==> src/rtl/tt_um_gate_sequencer_pkg.sv <==
// Shared definitions for the gate sequencer: gate codes, FSM states,
// per-gate truth tables and dwell defaults.
package tt_um_gate_sequencer_pkg;

  typedef enum logic [2:0] {
    GATE_AND     = 3'd0,
    GATE_OR      = 3'd1,
    GATE_NOTA    = 3'd2,
    GATE_NAND    = 3'd3,
    GATE_NOR     = 3'd4,
    GATE_XOR     = 3'd5,
    GATE_XNOR    = 3'd6,
    GATE_ILLEGAL = 3'd7
  } gate_e;

  typedef enum logic [2:0] {
    ST_IDLE  = 3'd0,
    ST_APPLY = 3'd1,
    ST_CHECK = 3'd2,
    ST_NEXT  = 3'd3,
    ST_DONE  = 3'd4
  } state_e;

  // Truth tables are indexed by {b, a}; bit 3 is the a=1, b=1 result.
  localparam logic [3:0] TT_AND  = 4'b1000;
  localparam logic [3:0] TT_OR   = 4'b1110;
  localparam logic [3:0] TT_NOTA = 4'b0101;
  localparam logic [3:0] TT_NAND = 4'b0111;
  localparam logic [3:0] TT_NOR  = 4'b0001;
  localparam logic [3:0] TT_XOR  = 4'b0110;
  localparam logic [3:0] TT_XNOR = 4'b1001;

  localparam logic [7:0][3:0] GATE_TT = {4'b0000, TT_XNOR, TT_XOR, TT_NOR,
                                         TT_NAND, TT_NOTA, TT_OR, TT_AND};

  localparam int DWELL_SHORT_DEF = 16;
  localparam int DWELL_LONG_DEF  = 65536;

endpackage

==> src/rtl/tt_um_gate_sequencer_gate_eval.sv <==
// Combinational reference gate: expected output for the current gate and {b, a}.
module gate_eval
  import tt_um_gate_sequencer_pkg::*;
(
  input  logic [2:0] gate,
  input  logic       a,
  input  logic       b,
  output logic       expected
);

  assign expected = GATE_TT[gate][{b, a}];

endmodule

==> src/rtl/tt_um_gate_sequencer.sv <==
// Gate tester: applies the four input vectors to an external gate, compares the
// synchronized response with the selected gate's truth table and reports pass/err.
module tt_um_gate_sequencer
  import tt_um_gate_sequencer_pkg::*;
#(
  parameter int DWELL_SHORT = DWELL_SHORT_DEF,
  parameter int DWELL_LONG  = DWELL_LONG_DEF
) (
  input  logic       clk,
  input  logic       rst_n,
  input  logic       ena,
  input  logic [7:0] ui_in,
  output logic [7:0] uo_out,
  input  logic [7:0] uio_in,
  output logic [7:0] uio_out,
  output logic [7:0] uio_oe
);

  localparam int CW = $clog2(DWELL_LONG + 1);
  localparam logic [CW-1:0] SHORT_LAST = CW'(DWELL_SHORT - 1);
  localparam logic [CW-1:0] LONG_LAST  = CW'(DWELL_LONG - 1);

  state_e        state_q, state_d;
  logic [2:0]    meta_q, meta_d;
  logic [2:0]    sync_q, sync_d;
  logic [1:0]    prev_q, prev_d;
  logic [1:0]    vec_q, vec_d;
  logic [2:0]    gate_q, gate_d;
  logic [CW-1:0] cnt_q, cnt_d;
  logic          err_q, err_d;
  logic          sweep_q, sweep_d;
  logic          stepm_q, stepm_d;
  logic          long_q, long_d;

  logic start_edge, step_edge, dwell_hit, illegal_start;
  logic expected, busy, done, unused_pins;

  // Synchronizer lanes: 0 = start, 1 = step, 2 = observed gate response.
  assign start_edge    = sync_q[0] & ~prev_q[0];
  assign step_edge     = sync_q[1] & ~prev_q[1] & stepm_q;
  assign dwell_hit     = cnt_q == (long_q ? LONG_LAST : SHORT_LAST);
  assign illegal_start = ~ui_in[4] & (ui_in[2:0] == GATE_ILLEGAL);
  assign unused_pins   = ^uio_in[7:1];

  gate_eval u_gate_eval (
    .gate     (gate_q),
    .a        (vec_q[0]),
    .b        (vec_q[1]),
    .expected (expected)
  );

  always_ff @(posedge clk or negedge rst_n) begin
    if (!rst_n) begin
      state_q <= ST_IDLE;
      meta_q  <= '0;
      sync_q  <= '0;
      prev_q  <= '0;
      vec_q   <= '0;
      gate_q  <= '0;
      cnt_q   <= '0;
      err_q   <= 1'b0;
      sweep_q <= 1'b0;
      stepm_q <= 1'b0;
      long_q  <= 1'b0;
    end else begin
      state_q <= state_d;
      meta_q  <= meta_d;
      sync_q  <= sync_d;
      prev_q  <= prev_d;
      vec_q   <= vec_d;
      gate_q  <= gate_d;
      cnt_q   <= cnt_d;
      err_q   <= err_d;
      sweep_q <= sweep_d;
      stepm_q <= stepm_d;
      long_q  <= long_d;
    end
  end

  always_comb begin
    state_d = state_q;
    if (ena) begin
      unique case (state_q)
        ST_IDLE, ST_DONE: begin
          if (start_edge) state_d = illegal_start ? ST_DONE : ST_APPLY;
        end
        ST_APPLY: begin
          if (stepm_q ? step_edge : dwell_hit) state_d = ST_CHECK;
        end
        ST_CHECK: state_d = ST_NEXT;
        ST_NEXT: begin
          if (vec_q != 2'd3 || (sweep_q && gate_q < GATE_XNOR)) state_d = ST_APPLY;
          else                                                   state_d = ST_DONE;
        end
        default: state_d = ST_IDLE;
      endcase
    end
  end

  // Datapath updates; everything holds while ena is low.
  always_comb begin
    meta_d  = meta_q;
    sync_d  = sync_q;
    prev_d  = prev_q;
    vec_d   = vec_q;
    gate_d  = gate_q;
    cnt_d   = cnt_q;
    err_d   = err_q;
    sweep_d = sweep_q;
    stepm_d = stepm_q;
    long_d  = long_q;
    if (ena) begin
      meta_d = {uio_in[0], ui_in[5], ui_in[3]};
      sync_d = meta_q;
      prev_d = sync_q[1:0];
      unique case (state_q)
        ST_IDLE, ST_DONE: begin
          if (start_edge) begin
            vec_d   = 2'd0;
            cnt_d   = '0;
            err_d   = illegal_start;
            gate_d  = ui_in[4] ? GATE_AND : ui_in[2:0];
            sweep_d = ui_in[4];
            stepm_d = ui_in[6];
            long_d  = ui_in[7];
          end
        end
        ST_APPLY: begin
          if (!stepm_q) cnt_d = dwell_hit ? '0 : cnt_q + 1'b1;
        end
        ST_CHECK: begin
          if (sync_q[2] != expected) err_d = 1'b1;
        end
        ST_NEXT: begin
          if (vec_q != 2'd3) begin
            vec_d = vec_q + 2'd1;
          end else if (sweep_q && gate_q < GATE_XNOR) begin
            gate_d = gate_q + 3'd1;
            vec_d  = 2'd0;
          end
        end
        default: ;
      endcase
    end
  end

  always_comb begin
    busy    = (state_q == ST_APPLY) || (state_q == ST_CHECK) || (state_q == ST_NEXT);
    done    = (state_q == ST_DONE);
    uo_out  = {done & ~err_q, sync_q[2], err_q, done, busy, expected, vec_q[1], vec_q[0]};
    uio_out = {3'b000, gate_q, vec_q[1], vec_q[0]};
    uio_oe  = 8'b0001_1111;
  end

endmodule

==> config.mk <==
export PLATFORM = sky130hd
export DESIGN_NAME = tt_um_gate_sequencer
export DESIGN_NICKNAME = d
export VERILOG_FILES = /design/src/rtl/tt_um_gate_sequencer_pkg.sv /design/src/rtl/tt_um_gate_sequencer_gate_eval.sv /design/src/rtl/tt_um_gate_sequencer.sv
export SDC_FILE = /design/constraint.sdc
export NUM_CORES = 1
export LEC_CHECK = 0
export BUFFER_PORTS_ARGS = -buffer_cell sky130_fd_sc_hd__buf_2
export CORE_MARGIN = 4
export CORE_UTILIZATION = 56
export DETAILED_ROUTE_END_ITERATION = 12
export PLACE_DENSITY = 0.9
export SLEW_MARGIN = 30
export SYNTH_ARGS = -nofsm -noshare
export SYNTH_HDL_FRONTEND = slang
export SYNTH_SLANG_ARGS = --single-unit
==> constraint.sdc <==
create_clock -name clk -period 3.5 [get_ports clk]
set_clock_uncertainty 0.15 [all_clocks]
set_input_delay 0.7 -clock clk [delete_from_list [all_inputs] [get_ports clk]]
set_output_delay 0.7 -clock clk [all_outputs]
set_load 0.005 [all_outputs]
== Yosys cells after proc, flatten, opt, wreduce, memory -nomap -nowiden ==
Memory sizes are Yosys's and may differ from the RTL's.
Index checks and enable logic that the tools add are counted.

* Logic and storage cells: 83
* Input port bits: 19
* Register bits: 37
* Bits in read-only memories: 32
* Output and inout bits: 24
* Memories: 1

* Bitwise logic cells: 9
* Equality and inequality tests: 15
* $add $sub $neg: 3
* Multiplexer cells: 26
* Reduce and logical (&&, ||, !) cells: 15
* Magnitude comparators: 3

{| class="wikitable"
|+ Memories
! name !! depth !! width !! rd ports !! clocked after memory_dff !! wr ports !! line !! RTL
|-
| (name not given) || 8 || 4 || 1 || 0 || 0 || tt_um_gate_sequencer_gate_eval.sv:11 || <nowiki>assign expected = GATE_TT[gate][{b, a}];</nowiki>
|}

{| class="wikitable"
|+ Operators with widths
! kind !! number
|-
| two-way mux 17 bit || 3
|-
| one-hot mux 17 bit (2 select lines) || 1
|-
| two-way mux 3 bit || 8
|-
| adder 17 x 1 -> 17 bit, second input constant || 1
|-
| == test 17 x 16 -> 1 bit || 1
|-
| two-way mux 16 bit || 1
|-
| != test 2 bit, second input constant || 7
|-
| one-hot mux 3 bit (4 select lines) || 1
|-
| AND reduction 4 bit || 3
|-
| == test 3 x 2 -> 1 bit, second input constant || 2
|-
| == test 3 bit, second input constant || 2
|-
| two-way mux 2 bit || 3
|-
| one-hot mux 3 bit (2 select lines) || 1
|-
| AND reduction 3 bit || 2
|-
| nonzero test 2 bit || 3
|-
| bitwise AND 1 bit || 5
|-
| AND reduction 5 bit || 1
|-
| < comparator 3 x 4 -> 1 bit, second input constant || 1
|-
| two-way mux 1 bit || 4
|-
| two-way mux 4 bit || 1
|-
| NOT 1 bit || 4
|-
| one-hot mux 2 bit (2 select lines) || 1
|-
| adder 3 x 1 -> 3 bit, second input constant || 1
|-
| == test 3 x 1 -> 1 bit, second input constant || 1
|-
| other kinds (11) || 13
|}

== Depth between registers and ports, before layout ==
* Depth in word-level cells: 7
* Gate-level depth with buffers: 8
* Mapped depth without buffers: 7

== By module ==
Synthesis repeated with hierarchy kept, for this count alone.

* Cell total of the unflattened synthesis: 233
* Area, all modules: 2273.4 um^2

{| class="wikitable"
|+ By module, submodules not included
! module !! times used !! cells each !! area each (um^2)
|-
| tt_um_gate_sequencer || 1 || 224 || 2215.9
|-
| gate_eval || 1 || 9 || 57.6
|}

== Worst setup path before layout ==
OpenSTA, ideal clock, no wires.

* Path type: register to register
* Start point: reg cnt_q[7]
* End point: reg cnt_q[9]
* Data arrival time: 2140 ps
* Stages on the path, launching flop included: 8
* Path slack: 1080 ps
* Buffers on the path: 2
* Setup time: 130 ps
* Period minus slack after synthesis: 2420 ps
* Cells stage by stage: dfrtp_1 buf_6 or4_1 mux2_2 a2111o_1 buf_2 a41oi_1 o31ai_1

* Longest elaborated chain between the ends: 4

{| class="wikitable"
|+ RTL lines
! item !! line !! RTL
|-
| start: declaration || tt_um_gate_sequencer.sv:29 || <nowiki>logic [CW-1:0] cnt_q, cnt_d;</nowiki>
|-
| start signal: assignment || tt_um_gate_sequencer.sv:72 || <nowiki>cnt_q <= cnt_d;</nowiki>
|-
| adder 17 x 1 -> 17 bit / == test 17 x 16 -> 1 bit (equally long branches) || tt_um_gate_sequencer.sv:129, tt_um_gate_sequencer.sv:41 ||
|-
| two-way mux 17 bit * (2 in series) || tt_um_gate_sequencer.sv:129 || <nowiki>if (!stepm_q) cnt_d = dwell_hit ? '0 : cnt_q + 1'b1;</nowiki>
|-
| one-hot mux 17 bit (2 select lines) * || tt_um_gate_sequencer.sv:116 || <nowiki>unique case (state_q)</nowiki>
|}

Mark *: on every way between the ends. The rest lies on a longest branch, timed or not. The select of a mux whose other input is x is not followed.
A chain may end at the register's enable or synchronous reset.

== Worst setup path in the final report ==
* Start point: reg cnt_q[7]
* End point: reg state_q[2]

* Longest elaborated chain between the ends: 4

{| class="wikitable"
|+ RTL lines
! item !! line !! RTL
|-
| == test 17 x 16 -> 1 bit || tt_um_gate_sequencer.sv:41 || <nowiki>assign dwell_hit = cnt_q == (long_q ? LONG_LAST : SHORT_LAST);</nowiki>
|-
| two-way mux 1 bit || tt_um_gate_sequencer.sv:88 || <nowiki>if (stepm_q ? step_edge : dwell_hit) state_d = ST_CHECK;</nowiki>
|-
| != test 2 bit (no line) || - ||
|-
| AND reduction 3 bit (no line) || - ||
|-
| end signal: assignment || tt_um_gate_sequencer.sv:66 || <nowiki>state_q <= state_d;</nowiki>
|-
| end: declaration || tt_um_gate_sequencer.sv:23 || <nowiki>state_e state_q, state_d;</nowiki>
|}

Every way passes these cells.

==> impl_metrics.py <==
metrics = {
    "sta": {
        "post-route-period-util_pct": 76.9,
        "fmax_mhz": 371,
        "rsz0062_at_grt": "false",
        "setup_tns_ns": 0,
        "finalMaxSlewViolations": 0,
        "hold_viol": 0,
        "layout_min_cycle_time_ns": 2.69,
        "worstMarginPinSlew_ns": 0.843,
        "setup_viol": 0,
        "relSlewSlack_pct": 43.8,
    },
    "cts": {
        "clkLatencyLatePin_ns": 0.29,
        "cts_buffer_depth": 2,
        "cts_made_buffers": 5,
        "cts_tree": "yes",
        "cts.sinks": 37,
        "cts-root-buf": "clkbuf_8",
        "post_cts_resized": 0,
        "ctsHtreeMaxLevel": 2,
        "clk_pin_slew_ns": 0.08,
        "cts-hold-fix-buffers": 0,
        "cts_setup_buffers": 0,
    },
    "synthesis": {
        "synth-seq-cells": 37,
        "yosysWarnings": 0,
        "syn-cell-area_um2": 2430,
        "seq_area_frac_synth_pct": 38.0,
        "synthCells": 271,
        "synth_edf_count": 0,
        "synth_cell_types": 56,
        "synth_flop_cell": "dfrtp_1",
        "syn_area_per_cell_um2": 8.98,
        "async_flop_share_pct": 100,
    },
    "grt": {
        "gr-total-overflow": 0,
        "grt_usage_pct": 19.9,
        "antenna_found_initial": 0,
        "grt_first_pass_wirelength_um": 8490,
        "grt_max_degree": 38,
        "grt_pass1_vias": 1846,
    },
    "critical_path": {
        "crit_start": "cnt_q[7]",
        "crit_fanout": 16,
        "start_kind": "flop",
        "timing.rr.end": "state_q[2]",
        "rrSetupSlack_ns": 0.81,
        "end_kind": "flop",
        "crit_type": "flop to flop",
        "worstPathArrival_ns": 2.75,
        "cp.required_ns": 3.56,
        "r2r_start": "cnt_q[7]",
        "reg2regPathDepth": 5,
        "endpoint": "state_q[2]",
    },
    "placed_design": {
        "place_congestion": 0.829,
        "portBuffers": 24,
        "place_area_um2": 2440,
        "place_hpwl_um": 3500,
    },
    "floorplan": {
        "die_area_um2": 5460,
        "die_h_um": 73.9,
        "std_cell_rows": 23,
        "die_w_um": 73.9,
        "initial_core_util_pct": 59.1,
        "core-area_um2": 4120,
        "ios": 43,
    },
    "job": {
        "maxCapViolations": 0,
    },
    "cells_and_area": {
        "syn2layout_area_growth_pct": 3.34,
        "final_cell_mix": "dfrtp_1 (37), buf_2 (24), nand2_1 (17), o21ai_0 (16)",
        "n_antenna_cell": 0,
        "multi_input_area_um2": 1280,
        "finalNetCount": 300,
        "drive_gt1_share_pct": 17.8,
        "final_common_cell": "dfrtp_1",
        "final_cell_area_um2": 2510,
        "ff_latch_area_um2": 926,
        "fillerInstances": 348,
    },
    "power_and_ir_drop": {
        "peakVddDrop_v": 0.000307,
        "p_per_area_nw_per_um2": 539,
        "power_leakage_uw": 0.00113,
    },
    "detailed_routing": {
        "route.detailed.drc": 0,
        "drtPass1Iterations": 4,
        "vias_per_cell": 6.26,
        "vias": 2036,
        "wl_um": 5050,
        "ant_nets": 0,
        "detail_route.wl_per_cell_um": 15.5,
        "drtIter0Drc": 132,
    },
    "worst_hold_path": {
        "min_path_type": "flop to flop",
    },
    "run_status": {
        "outcome": "finished clean",
    },
}
## cells in the mapped netlist (7+ instances only)
cell type / count / area, um2
dfrtp_1: 37 / 926
buf_4: 20 / 150
nand2_1: 17 / 63.8
o21ai_0: 16 / 80.1
nand3_1: 14 / 70.1
nor2_1: 14 / 52.6
clkbuf_1: 13 / 48.8
mux2_2: 12 / 135
and3_1: 10 / 62.6
inv_1: 10 / 37.5
nand4_1: 8 / 50.1
a31oi_1: 7 / 43.8
nor3_1: 7 / 35.0
## sequential cells by signal (all words and copies together), names as in the netlist
| signal | count |
|---|---|
| gate_q | 3 |
| err_q | 1 |
| sync_q | 3 |
| meta_q | 3 |
| cnt_q | 17 |
| stepm_q | 1 |
| sweep_q | 1 |
| long_q | 1 |
| vec_q | 2 |
| prev_q | 2 |
| state_q | 3 |
## layer usage
metal / vias to the layer above / part of all wire (%) / global-route usage (%)
met5: - / 0 / 0
met3: 5 / 6.7 / 4.38
met1: 989 / 44 / 26.4
li1: 982 / - / -
met2: 60 / 48 / 32.0
met4: 0 / 1.2 / 7.44
## worst min-delay path by stage
stage / startpoint / to / slack [ns] / depth (start not counted)
5_1_grt: meta_q[2] / sync_q[2] / 0.37 / 2
6_report: meta_q[2] / sync_q[2] / 0.34 / 2
4_1_cts: meta_q[2] / sync_q[2] / 0.35 / 2
3_5_place_dp: meta_q[2] / sync_q[2] / 0.33 / 2
3_3_place_gp: meta_q[2] / sync_q[2] / 0.31 / 2
2_1_floorplan: rst_n / cnt_q[0] / 0.25 / 0
## report_power, final
part / switching, uW / internal [uW]
clock: 147 / 131
sequential: 130 / 509
combinational: 232 / 207
total: 509 / 847
## cells by family after synthesis
| kind of cell | after synthesis | synth area share [%] |
|---|---|---|
| compound gates | 66 | 19.3 |
| mux | 15 | 6.79 |
| fa+ha+maj | 5 | 2.57 |
| simple gates | 98 | 21.9 |
| flops | 37 | 38.0 |
| xor+xnor | 1 | 0.360 |
| buf+inv | 47 | 10.7 |
| other cells | 2 | 0.309 |
## stage by stage
stage / instances / utilization [%] / hold WS [ns] / power, uW / setup WS, ns
after global routing: 325 / 61.1 / 0.366 / 1450 / 0.661
after CTS: 325 / 61.1 / 0.345 / 1360 / 0.811
after global placement: 319 / 59.3 / 0.311 / 1050 / 0.873
after detailed placement: 319 / 59.3 / 0.328 / 1080 / 0.849
final: 325 / 61.1 / 0.335 / 1360 / 0.808
after floorplan: 280 / - / 0.254 / 997 / 1.08
## cell type report
class                      count  share of cell area (%)
inverter                      10                    1.49
clock inverter                 1                   0.199
sequential                    37                    36.8
multi-input combinational    196                    50.9
tap                           50                    2.49
timing repair buffer          26                    5.37
clock buffer                   5                    2.74
## critical path, stage by stage, from the launching register on
cell,delay [ns]
dfrtp_1,0.47
or4_1,0.56
mux2_2,0.28
a2111o_1,0.62
o211a_1,0.32
o31ai_2,0.21
No activity file was read; power rests on OpenSTA's default activity.
